**config.mk**
```make
export PLATFORM = sky130hd
export DESIGN_NAME = instr_mem_loader
export DESIGN_NICKNAME = d
export VERILOG_FILES = /design/src/rtl/instr_mem_loader.sv
export SDC_FILE = /design/constraint.sdc
export NUM_CORES = 1
export LEC_CHECK = 0
export CAP_MARGIN = 30
export CELL_PAD_IN_SITES_DETAIL_PLACEMENT = 1
export CELL_PAD_IN_SITES_GLOBAL_PLACEMENT = 1
export CORE_ASPECT_RATIO = 1.4
export CORE_UTILIZATION = 40
export DETAILED_ROUTE_END_ITERATION = 7
export PLACE_DENSITY_LB_ADDON = 0.3
export SYNTH_ARGS = -nofsm -noshare
export SYNTH_HDL_FRONTEND = slang
export SYNTH_SLANG_ARGS = --single-unit
```
**constraint.sdc**
```tcl
create_clock -name clock -period 5.8 [get_ports clock]
set_clock_uncertainty 0.15 [all_clocks]
set_input_delay 0.58 -clock clock [delete_from_list [all_inputs] [get_ports clock]]
set_output_delay 0.58 -clock clock [all_outputs]
set_load 0.03 [all_outputs]
```
**src/rtl/instr_mem_loader.sv**
```systemverilog
// Streams 24-bit instruction words into a byte-wide instruction memory,
// writing each word as three big-endian bytes at consecutive addresses.
module instr_mem_loader #(
  parameter int ADDR_W     = 24,
  parameter int MEM_BYTES  = 128,
  parameter int START_ADDR = 0
) (
  input  logic              clock,
  input  logic              reset,
  input  logic              start,
  input  logic              word_valid,
  input  logic [23:0]       word_data,
  input  logic              word_last,
  output logic              word_ready,
  output logic              mem_we,
  output logic [ADDR_W-1:0] mem_addr,
  output logic [7:0]        mem_data,
  output logic              busy,
  output logic              load_done,
  output logic              overflow,
  output logic [15:0]       word_count
);

  typedef enum logic [2:0] {
    S_IDLE,
    S_ACCEPT,
    S_WR0,
    S_WR1,
    S_WR2,
    S_DONE,
    S_ERROR
  } state_t;

  localparam logic [ADDR_W-1:0] START_PTR = ADDR_W'(START_ADDR);
  localparam logic [ADDR_W:0]   LAST_BYTE = (ADDR_W+1)'(MEM_BYTES - 1);

  state_t            state_reg;
  logic [ADDR_W-1:0] ptr_reg;
  logic [23:0]       word_reg;
  logic              last_reg;
  logic              word_fits;

  // One extra bit so a pointer near the top of the address space cannot wrap past the check.
  assign word_fits = ({1'b0, ptr_reg} + (ADDR_W+1)'(2)) <= LAST_BYTE;

  always_ff @(posedge clock) begin
    if (reset) begin
      state_reg  <= S_IDLE;
      ptr_reg    <= START_PTR;
      word_reg   <= '0;
      last_reg   <= 1'b0;
      word_ready <= 1'b0;
      mem_we     <= 1'b0;
      mem_addr   <= '0;
      mem_data   <= '0;
      busy       <= 1'b0;
      load_done  <= 1'b0;
      overflow   <= 1'b0;
      word_count <= '0;
    end else begin
      case (state_reg)
        S_IDLE, S_DONE, S_ERROR: begin
          if (start) begin
            state_reg  <= S_ACCEPT;
            ptr_reg    <= START_PTR;
            word_count <= '0;
            busy       <= 1'b1;
            load_done  <= 1'b0;
            overflow   <= 1'b0;
            word_ready <= 1'b1;
          end
        end
        S_ACCEPT: begin
          if (start) begin
            // Restart takes precedence over a same-cycle handshake.
            ptr_reg    <= START_PTR;
            word_count <= '0;
            word_ready <= 1'b0;
          end else if (word_ready && word_valid) begin
            word_ready <= 1'b0;
            if (word_fits) begin
              state_reg <= S_WR0;
              word_reg  <= word_data;
              last_reg  <= word_last;
              mem_we    <= 1'b1;
              mem_addr  <= ptr_reg;
              mem_data  <= word_data[23:16];
            end else begin
              state_reg <= S_ERROR;
              overflow  <= 1'b1;
              busy      <= 1'b0;
            end
          end else begin
            word_ready <= 1'b1;
          end
        end
        S_WR0: begin
          state_reg <= S_WR1;
          mem_addr  <= ptr_reg + ADDR_W'(1);
          mem_data  <= word_reg[15:8];
        end
        S_WR1: begin
          state_reg <= S_WR2;
          mem_addr  <= ptr_reg + ADDR_W'(2);
          mem_data  <= word_reg[7:0];
        end
        S_WR2: begin
          mem_we  <= 1'b0;
          ptr_reg <= ptr_reg + ADDR_W'(3);
          if (word_count != 16'hFFFF) begin
            word_count <= word_count + 16'd1;
          end
          if (last_reg) begin
            state_reg <= S_DONE;
            load_done <= 1'b1;
            busy      <= 1'b0;
          end else begin
            state_reg  <= S_ACCEPT;
            word_ready <= 1'b1;
          end
        end
        default: state_reg <= S_IDLE;
      endcase
    end
  end

endmodule

```
==> flow_metrics.env <==
export IMPL_outcome="finished, final reports clean"
export IMPL_post_route_cell_area_um2=6870
export IMPL_path_buf_inv=0
export IMPL_clk_transition_reported_paths_ps=70
export IMPL_placed_area_um2=6560
export IMPL_netlist_area_um2=5750
export IMPL_ys_async_sr_fraction=0
export IMPL_vias_per_cell=5.62
export IMPL_min_path_cells=2
export IMPL_cts_buffer_depth=2
export IMPL_crit_required_ps=5890
export IMPL_critPathKind="flop to flop"
export IMPL_initial_utilization=0.411
export IMPL_setup_tns_ps=0
export IMPL_final_instance_count_excl_fill=936
export IMPL_rr_worst_depth=8
export IMPL_ir_drop_mv=0.111
export IMPL_synth_ff_type="dfxtp_1"
export IMPL_finalHoldViolations=0
export IMPL_p_total_mw=1.43
export IMPL_crit_path_end="mem_addr[0]"
export IMPL_drc=0
export IMPL_start_kind="flop"
export IMPL_cpLargestDelayFamily="simple AND/OR/NAND/NOR gates"
export IMPL_synth_edf_count=0
export IMPL_grt_pass1_vias=5281
export IMPL_yosys_cell_types_count=57
export IMPL_clock_sinks=97
export IMPL_seqCellArea_um2=1940
export IMPL_postCtsSetupBuffers=0
export IMPL_row_count=51
export IMPL_critPathSlowestCell="o31a_4"
export IMPL_synth_commonest_cells="dfxtp_1 (97), nor2_1 (95), a21oi_1 (51)"
export IMPL_port_buffers=81
export IMPL_clockRootBuffer="clkbuf_16"
export IMPL_wl_per_cell_um=18.0
export IMPL_slew_viol_final=0
export IMPL_drtAntennaViolNets=0
export IMPL_fin_crit_sh=0.655
export IMPL_ctsHoldBuffers=0
export IMPL_grt_pass1_wl_mm=26.8
export IMPL_r2r_end="mem_addr[0]"
export IMPL_ff2ff_setup_slack_ps=2000
export IMPL_antenna_cells=0
export IMPL_ys_seq_area_frac=0.338
export IMPL_drv_cap=0
export IMPL_cp_num_cells=8
export IMPL_syn_num_nets=743
export IMPL_place_ws_ps=2000
export IMPL_syn_to_final_growth_pct=19.5
export IMPL_place_congestion=0.941
export IMPL_die_y_um=144
export IMPL_insertion_delay_ps=350
export IMPL_final_setup_worst_slack_ps=2000
export IMPL_cts_resized=0
export IMPL_ys_warn_count=0
export IMPL_end_kind="flop"
export IMPL_crit_start="ptr_reg[2]"
export IMPL_hold_class="flop to flop"
export IMPL_drive_gt1_frac=0.0932
export IMPL_place_hpwl_mm=12.3
export IMPL_die_area_um2=14900
export IMPL_r2r_start="ptr_reg[2]"
export IMPL_critPathMaxFanout=32
export IMPL_rsz0062_at_grt="no"
export IMPL_cts_buffers=9
export IMPL_dp_cells=920
export IMPL_die_w_um=103
export IMPL_multi_input_area_um2=3530
export IMPL_leakagePower_nw=2.40
export IMPL_worstMarginPinSlew_ps=1020
export IMPL_nNetsFinal=782
export IMPL_crit_path_max_incr_delay_ps=680
export IMPL_avgSynthCellArea_um2=8.12
export IMPL_yosysMostFrequentCell="dfxtp_1"
export IMPL_crit_chain="ha_1, nand3_1, nor4_4, nand4_1, a2111oi_4, nand4_2, o31a_4, mux2_1"
export IMPL_synth_area_leaders="dfxtp_1 (34%), mux2_4 (7.1%), nor2_1 (6.2%), a21oi_1 (4.4%), nor2b_1 (3.8%)"
export IMPL_grt_max_degree=77
export IMPL_synth_top_cell_by_area="dfxtp_1"
export IMPL_core_area_um2=14000
export IMPL_setup_viol=0
export IMPL_cts_tree="done"
export IMPL_dr_pass1_iters=4
export IMPL_yosysTopAreaCellShare=0.338
export IMPL_cts_max_level=3
export IMPL_syn_instance_count=708
export IMPL_worstPathArrival_ps=3890
export IMPL_ys_ff_latch=97
export IMPL_cellPowerDensity_nw_per_um2=208
export IMPL_vias=5258
export IMPL_grt_total_usage=0.237
export IMPL_detail_route_wirelength_mm=16.8
export IMPL_overflow=0
export IMPL_period_needed_ps=3800
export IMPL_max_freq_ghz=0.263
export IMPL_relSlewSlack=0.314
export IMPL_antenna_found_initial=0
export IMPL_drt_iter0_markers=147
export IMPL_num_fill_cells=1666
export IMPL_io_pins=82
## worst register-to-register path: cells and delay by family (launching register included)
| kind | cells | cell delay (ps) |
|---|---|---|
| adder cells (fa/ha/maj) | 1 | 310 |
| flip-flops | 1 | 520 |
| AND/OR/NAND/NOR | 4 | 1250 |
| multiplexers | 1 | 400 |
| AO/OA/AOI/OAI | 2 | 1060 |
## kinds of logic (layout without fill, tap and decap cells)
kind of cell	count (synthesis)	count (layout)	synth area share
compound gates	142	142	0.158
xor+xnor	39	39	0.0594
fa+ha+maj	6	6	0.0131
buf+inv	63	106	0.0485
flops	97	97	0.338
mux	46	46	0.105
simple gates	315	315	0.279
## cell type report
cell class                      count  area share
Clock buffer                       10      0.0348
Clock inverter                      5     0.00929
Inverter                            5     0.00273
Multi-Input combinational cell    548       0.514
Sequential cell                    97       0.283
Tap cell                          185      0.0337
Timing Repair Buffer               86       0.123
## layout by cell type, fill, tap and decap left out, types with 15 or more instances in the layout
| cell type | synthesis | layout |
|---|---|---|
| o21ai_0 | 32 | 32 |
| mux2_4 | 27 | 27 |
| xnor2_1 | 17 | 17 |
| a21oi_1 | 51 | 51 |
| clkdlybuf4s50_1 | 0 | 80 |
| nor2b_1 | 35 | 35 |
| dfxtp_1 | 97 | 97 |
| nand4_1 | 15 | 15 |
| xor2_1 | 22 | 22 |
| nor3_1 | 18 | 18 |
| nor2_1 | 95 | 95 |
| nand2_1 | 48 | 48 |
| nand3_1 | 41 | 41 |
## how the worst min path moves through the flow
stage            startpoint           end  slack, ps
6_report        word_reg[7]   word_reg[7]        330
5_1_grt         word_reg[7]   word_reg[7]        350
4_1_cts         word_reg[7]   word_reg[7]        330
3_5_place_dp    word_reg[7]   word_reg[7]        320
3_3_place_gp         mem_we        mem_we        310
2_1_floorplan  word_reg[10]  word_reg[10]        300
## per-layer routing
layer | global-route usage | wire, um | up-vias
met5 | 0 | 0 | -
met4 | 0.139 | 753 | 0
li1 | - | - | 2551
met2 | 0.424 | 8830 | 88
met1 | 0.262 | 6870 | 2579
met3 | 0.0350 | 358 | 40
## power by group
part | leakage [nW] | internal, mW | switching, mW
Combinational | 1.48 | 0.0552 | 0.0733
Sequential | 0.783 | 0.674 | 0.00660
Clock | 0.139 | 0.347 | 0.273
Total | 2.40 | 1.08 | 0.353
## stage by stage
stage	util	hold WS [ps]
after global placement	0.469	307
after CTS	0.491	327
after floorplan	-	299
after detailed placement	0.469	317
after global routing	0.491	352
final	0.491	326
(Power assumes the default switching activity.)
